--- config.mk ---
export PLATFORM = sky130hd
export DESIGN_NAME = linear_network_collect_seq_4_1
export DESIGN_NICKNAME = d
export VERILOG_FILES = /design/src/rtl/linear_network_collect_seq_4_1.sv
export SDC_FILE = /design/constraint.sdc
export NUM_CORES = 1
export LEC_CHECK = 0
export CORE_ASPECT_RATIO = 0.9
export CORE_UTILIZATION = 44
export DETAILED_ROUTE_END_ITERATION = 8
export PLACE_DENSITY = 0.76
export SETUP_SLACK_MARGIN = 0.02
export SLEW_MARGIN = 20
export SYNTH_ARGS = -nofsm -noshare
export SYNTH_HDL_FRONTEND = slang
export SYNTH_SLANG_ARGS = --single-unit
--- constraint.sdc ---
create_clock -name CLK -period 1.7 [get_ports CLK]
set_input_delay 0.17 -clock CLK [delete_from_list [all_inputs] [get_ports CLK]]
set_output_delay 0.17 -clock CLK [all_outputs]
set_load 0.05 [all_outputs]
--- src/rtl/linear_network_collect_seq_4_1.sv ---
// rtl/linear_network_collect_seq_4_1.sv - linear collection chain gathering node words onto one tagged output port
module linear_network_collect_seq_4_1 #(
    parameter int DATA_WIDTH = 8,
    parameter int NUM_NODE   = 4,
    localparam int COMMAND_WIDTH = $clog2(NUM_NODE)
) (
    input  logic                           CLK,
    input  logic                           rst,
    input  logic                           i_en,
    input  logic [NUM_NODE-1:0]            i_valid,
    input  logic [NUM_NODE*DATA_WIDTH-1:0] i_data_bus,
    output logic [NUM_NODE-1:0]            o_ready,
    output logic                           o_valid,
    output logic [DATA_WIDTH-1:0]          o_data_bus,
    output logic [COMMAND_WIDTH-1:0]       o_src,
    input  logic                           i_out_ready
);

    // Stage k holds one word; stage 0 feeds the output port.
    logic [NUM_NODE-1:0]      valid_q, valid_d;
    logic [DATA_WIDTH-1:0]    data_q [NUM_NODE];
    logic [DATA_WIDTH-1:0]    data_d [NUM_NODE];
    logic [COMMAND_WIDTH-1:0] src_q  [NUM_NODE];
    logic [COMMAND_WIDTH-1:0] src_d  [NUM_NODE];
    // Priority per stage: 0 = upstream first, 1 = local first.
    logic [NUM_NODE-1:0]      pri_q, pri_d;

    logic                     en;
    logic [NUM_NODE-1:0]      taken;
    logic [NUM_NODE-1:0]      free;
    logic [NUM_NODE-1:0]      up_cand;
    logic [NUM_NODE-1:0]      loc_cand;
    logic [NUM_NODE-1:0]      grant_up;
    logic [NUM_NODE-1:0]      grant_loc;

    // Reset also blocks handshakes so no word is accepted or consumed while it is asserted.
    assign en = i_en && !rst;

    // Head of the chain, zeroed whenever it is not presenting a word.
    always_comb begin
        o_valid    = valid_q[0] && en;
        o_data_bus = '0;
        o_src      = '0;
        if (o_valid) begin
            o_data_bus = data_q[0];
            o_src      = src_q[0];
        end
    end

    // Arbitration and next-state; the vacancy ripples from the output stage towards the tail.
    always_comb begin
        int up_idx;
        up_idx    = 0;
        valid_d   = valid_q;
        data_d    = data_q;
        src_d     = src_q;
        pri_d     = pri_q;
        taken     = '0;
        free      = '0;
        up_cand   = '0;
        loc_cand  = '0;
        grant_up  = '0;
        grant_loc = '0;
        for (int k = 0; k < NUM_NODE; k++) begin
            up_idx = (k < NUM_NODE - 1) ? k + 1 : k;
            if (k == 0) begin
                taken[k] = i_out_ready && en;
            end else begin
                taken[k] = grant_up[k-1];
            end
            free[k]     = !valid_q[k] || taken[k];
            up_cand[k]  = free[k] && en && (k < NUM_NODE - 1) && valid_q[up_idx];
            loc_cand[k] = free[k] && en && i_valid[k];
            grant_up[k]  = up_cand[k] && (!loc_cand[k] || !pri_q[k]);
            grant_loc[k] = loc_cand[k] && (!up_cand[k] || pri_q[k]);
            if (up_cand[k] && loc_cand[k]) begin
                pri_d[k] = !pri_q[k];
            end
            if (grant_up[k]) begin
                valid_d[k] = 1'b1;
                data_d[k]  = data_q[up_idx];
                src_d[k]   = src_q[up_idx];
            end else if (grant_loc[k]) begin
                valid_d[k] = 1'b1;
                data_d[k]  = i_data_bus[k*DATA_WIDTH +: DATA_WIDTH];
                src_d[k]   = COMMAND_WIDTH'(k);
            end else if (taken[k]) begin
                valid_d[k] = 1'b0;
            end
        end
        o_ready = grant_loc;
    end

    // Stage registers and priority bits; reset discards everything in flight.
    always_ff @(posedge CLK) begin
        if (rst) begin
            valid_q <= '0;
            pri_q   <= '0;
            for (int k = 0; k < NUM_NODE; k++) begin
                data_q[k] <= '0;
                src_q[k]  <= '0;
            end
        end else if (i_en) begin
            valid_q <= valid_d;
            pri_q   <= pri_d;
            for (int k = 0; k < NUM_NODE; k++) begin
                data_q[k] <= data_d[k];
                src_q[k]  <= src_d[k];
            end
        end
    end

endmodule

==> results.toml <==
[run_status]
status = "complete, but fails checks"
violations = "setup timing"

[clock_network]
ctsHoldBuffers = 0
numCtsBuffers = 5
cts_tree = "yes"
clock-sinks = 46
clock_latency_ps = 300
h-tree-depth = 2
path_clk_slew_ps = 80
cts_root_buf = "clkbuf_8"
max-clock-path-buffers = 2

[yosys]
yosys.area_share.simple = 0.224
postSynthCellCount = 252
ys_seq_area_frac = 0.420
syn_area_um2 = 2190
yosysWarnings = 0
synth_compound_area_frac = 0.213
yosys.area.top_type = "dfxtp_1"
yosys-top-cells-area = "dfxtp_1, mux2i_1, nor2_1"
synthArstFlopShare = 0
syn_nets = 292
synth_edf_count = 0
synth_top_family_by_area = "simple AND/OR/NAND/NOR gates"
synth-xor-area-share = 0.0120
ys_types = 43
synth_top_area_frac = 0.420
synthAdderAreaFrac = 0
synth_ff_type = "dfxtp_1"
synth_seq_cells = 46
synth_mux_area_frac = 0.0731
synth.avg_cell_area_um2 = 8.70

[worst_setup_path]
startpoint = "pri_q[0]$_SDFFE_PP0P_"
worstPathRequired_ps = 1530
worst_setup_path_start_kind = "register"
cp-end-kind = "output pin"
crit_fanout = 3
cp.arrival_ps = 1690
rr_startpoint = "pri_q[0]$_SDFFE_PP0P_"
crit_type = "register to output pin"

[route]
drt_iter0_markers = 83
drtAntennaViolNets = 0
wl_per_cell_um = 14.4
first_pass_iters = 4
vias = 2077
viasPerCell = 5.23
wl_mm = 5.71
drc = 0

[pwr]
pwr-share-seq = 0.501
swShare = 0.275
p_switching_mw = 0.660
power.density_nw_per_um2 = 714
peakVddDrop_v = 0.000477
power_frac_comb = 0.234
pwr-share-clk = 0.266
internal_power_mw = 1.74
leakage_nw = 1.39

[sta]
tightest_slew_ps = 353
final.min_clock_period_ps = 1860
timing.fmax_mhz = 539
setup-tns-final_ps = -324
finalClockSkew_ps = 8.32
rsz0062_at_grt = "true"
slew_violations = 0
setup_ws_ps = -157
post-route-period-util = 1.09
slew_headroom = 0.762
final_hold_viol_count = 0
finalSetupViolCount = 4

[floorplanning]
pin_count = 55
fp.dieW_um = 76.4
die_area_um2 = 5270
core-area_um2 = 4600
start_util = 0.476
die_h_um = 69.0
std_cell_rows = 23

[final_layout]
final_nets = 375
layout.cells.non_filler = 397
area_growth_pct = 53.5
mostFrequentLayoutCells = "dfxtp_1, nor2_1, clkdlybuf4s50_1"
drive_gt1_frac = 0.275
antennaDiodeCount = 0
final_common_cell = "dfxtp_1"

[place]
gp_congestion = 0.778
dp_cells = 377
dp_hpwl_mm = 3.82
io_buffers = 54

[min_path]
hp-class = "input pin to register"
min_from = "i_out_ready"

[global_routing]
grt_start_max_net_pins = 34
antenna_found_initial = 0
grt_usage = 0.218
grt_pass1_wl_mm = 8.94
globalRouteOverflowTotal = 0
grt_pass1_vias = 1965

[run]
cap_viol_max_count = 0
## power by group through the flow
stage,sequential (mW),combinational [mW],clock (mW)
2_1_floorplan,1.22,0.282,0
3_3_place_gp,1.22,0.494,0
3_5_place_dp,1.23,0.503,0
4_1_cts,1.20,0.526,0.641
5_1_grt,1.21,0.608,0.694
6_report,1.20,0.561,0.638
## cell families (layout without fill, tap and decap cells)
family | after synthesis | in the layout
AOI/OAI and AO/OA | 64 | 64
xor gates and xnor gates | 3 | 3
buffers and inverters | 21 | 104
DFF | 46 | 46
muxes | 16 | 16
and+or+nand+nor | 102 | 102
## sequential cells by signal (all words and copies together) (netlist names)
| signal | cells |
|---|---|
| pri_q | 3 |
| valid_q | 4 |
| data_q | 32 |
| src_q | 7 |
## stage by stage
stage	utilization	cell area (um2)	setup slack (ps)	power, mW	hold slack [ps]
2_1_floorplan	-	2200	76.7	1.50	310
3_3_place_gp	0.670	3080	-221	1.72	447
3_5_place_dp	0.670	3080	-288	1.73	454
4_1_cts	0.705	3240	-205	2.37	424
5_1_grt	0.731	3370	-201	2.52	239
6_report	0.731	3370	-157	2.40	187
## cell type report
type	instances	area [um2]
multi-input combinational	185	1240
fill	360	1240
timing repair buffer	93	1030
sequential	46	928
tap	62	77.6
clock buffer	7	76.3
inverter	4	15.0
## critical path, stage by stage, from the launching register on
cell      delay [ps]
dfxtp_4          360
a22o_1           240
o311ai_4         250
buf_4            170
o2111a_1         220
buf_12           150
## Yosys cell counts, types with 2 or more instances
cell type / count
buf_6: 3
nor2_1: 37
nand3_1: 5
o21ai_1: 2
and3_1: 13
a21oi_1: 5
nand2b_1: 12
and2_1: 2
inv_1: 3
nand2_1: 24
dfxtp_1: 46
o21ai_0: 18
buf_2: 3
clkbuf_1: 6
a311oi_1: 8
nor3_2: 2
mux2i_1: 16
xor2_1: 2
a211oi_1: 16
a22oi_1: 3
nand4_1: 2
buf_4: 3
## path summary, 6_finish.rpt
kind                              to  slack [ps]  cells past startpoint
max reg2reg  data_q[16]$_SDFFE_PP0P_          10                      8
min          valid_q[0]$_SDFFE_PP0P_         190                      4
min reg2reg   data_q[1]$_SDFFE_PP0P_         470                      2
max                       o_ready[2]        -160                      5
## layer usage
layer,track usage,vias up,share of wire
li1,-,1058,-
met2,0.405,61,0.49
met4,0.0577,0,0.019
met5,0,-,0
met3,0.0539,11,0.044
met1,0.256,947,0.45
## timing repair
item                                    CTS  global route
pin swaps                                 4            12
endpoints found under the setup margin    6            18
cloned                                    0             0
buffers inserted                          5             9
gates resized for setup                  18            23
Note: power is estimated with default switching activity, not from simulation.
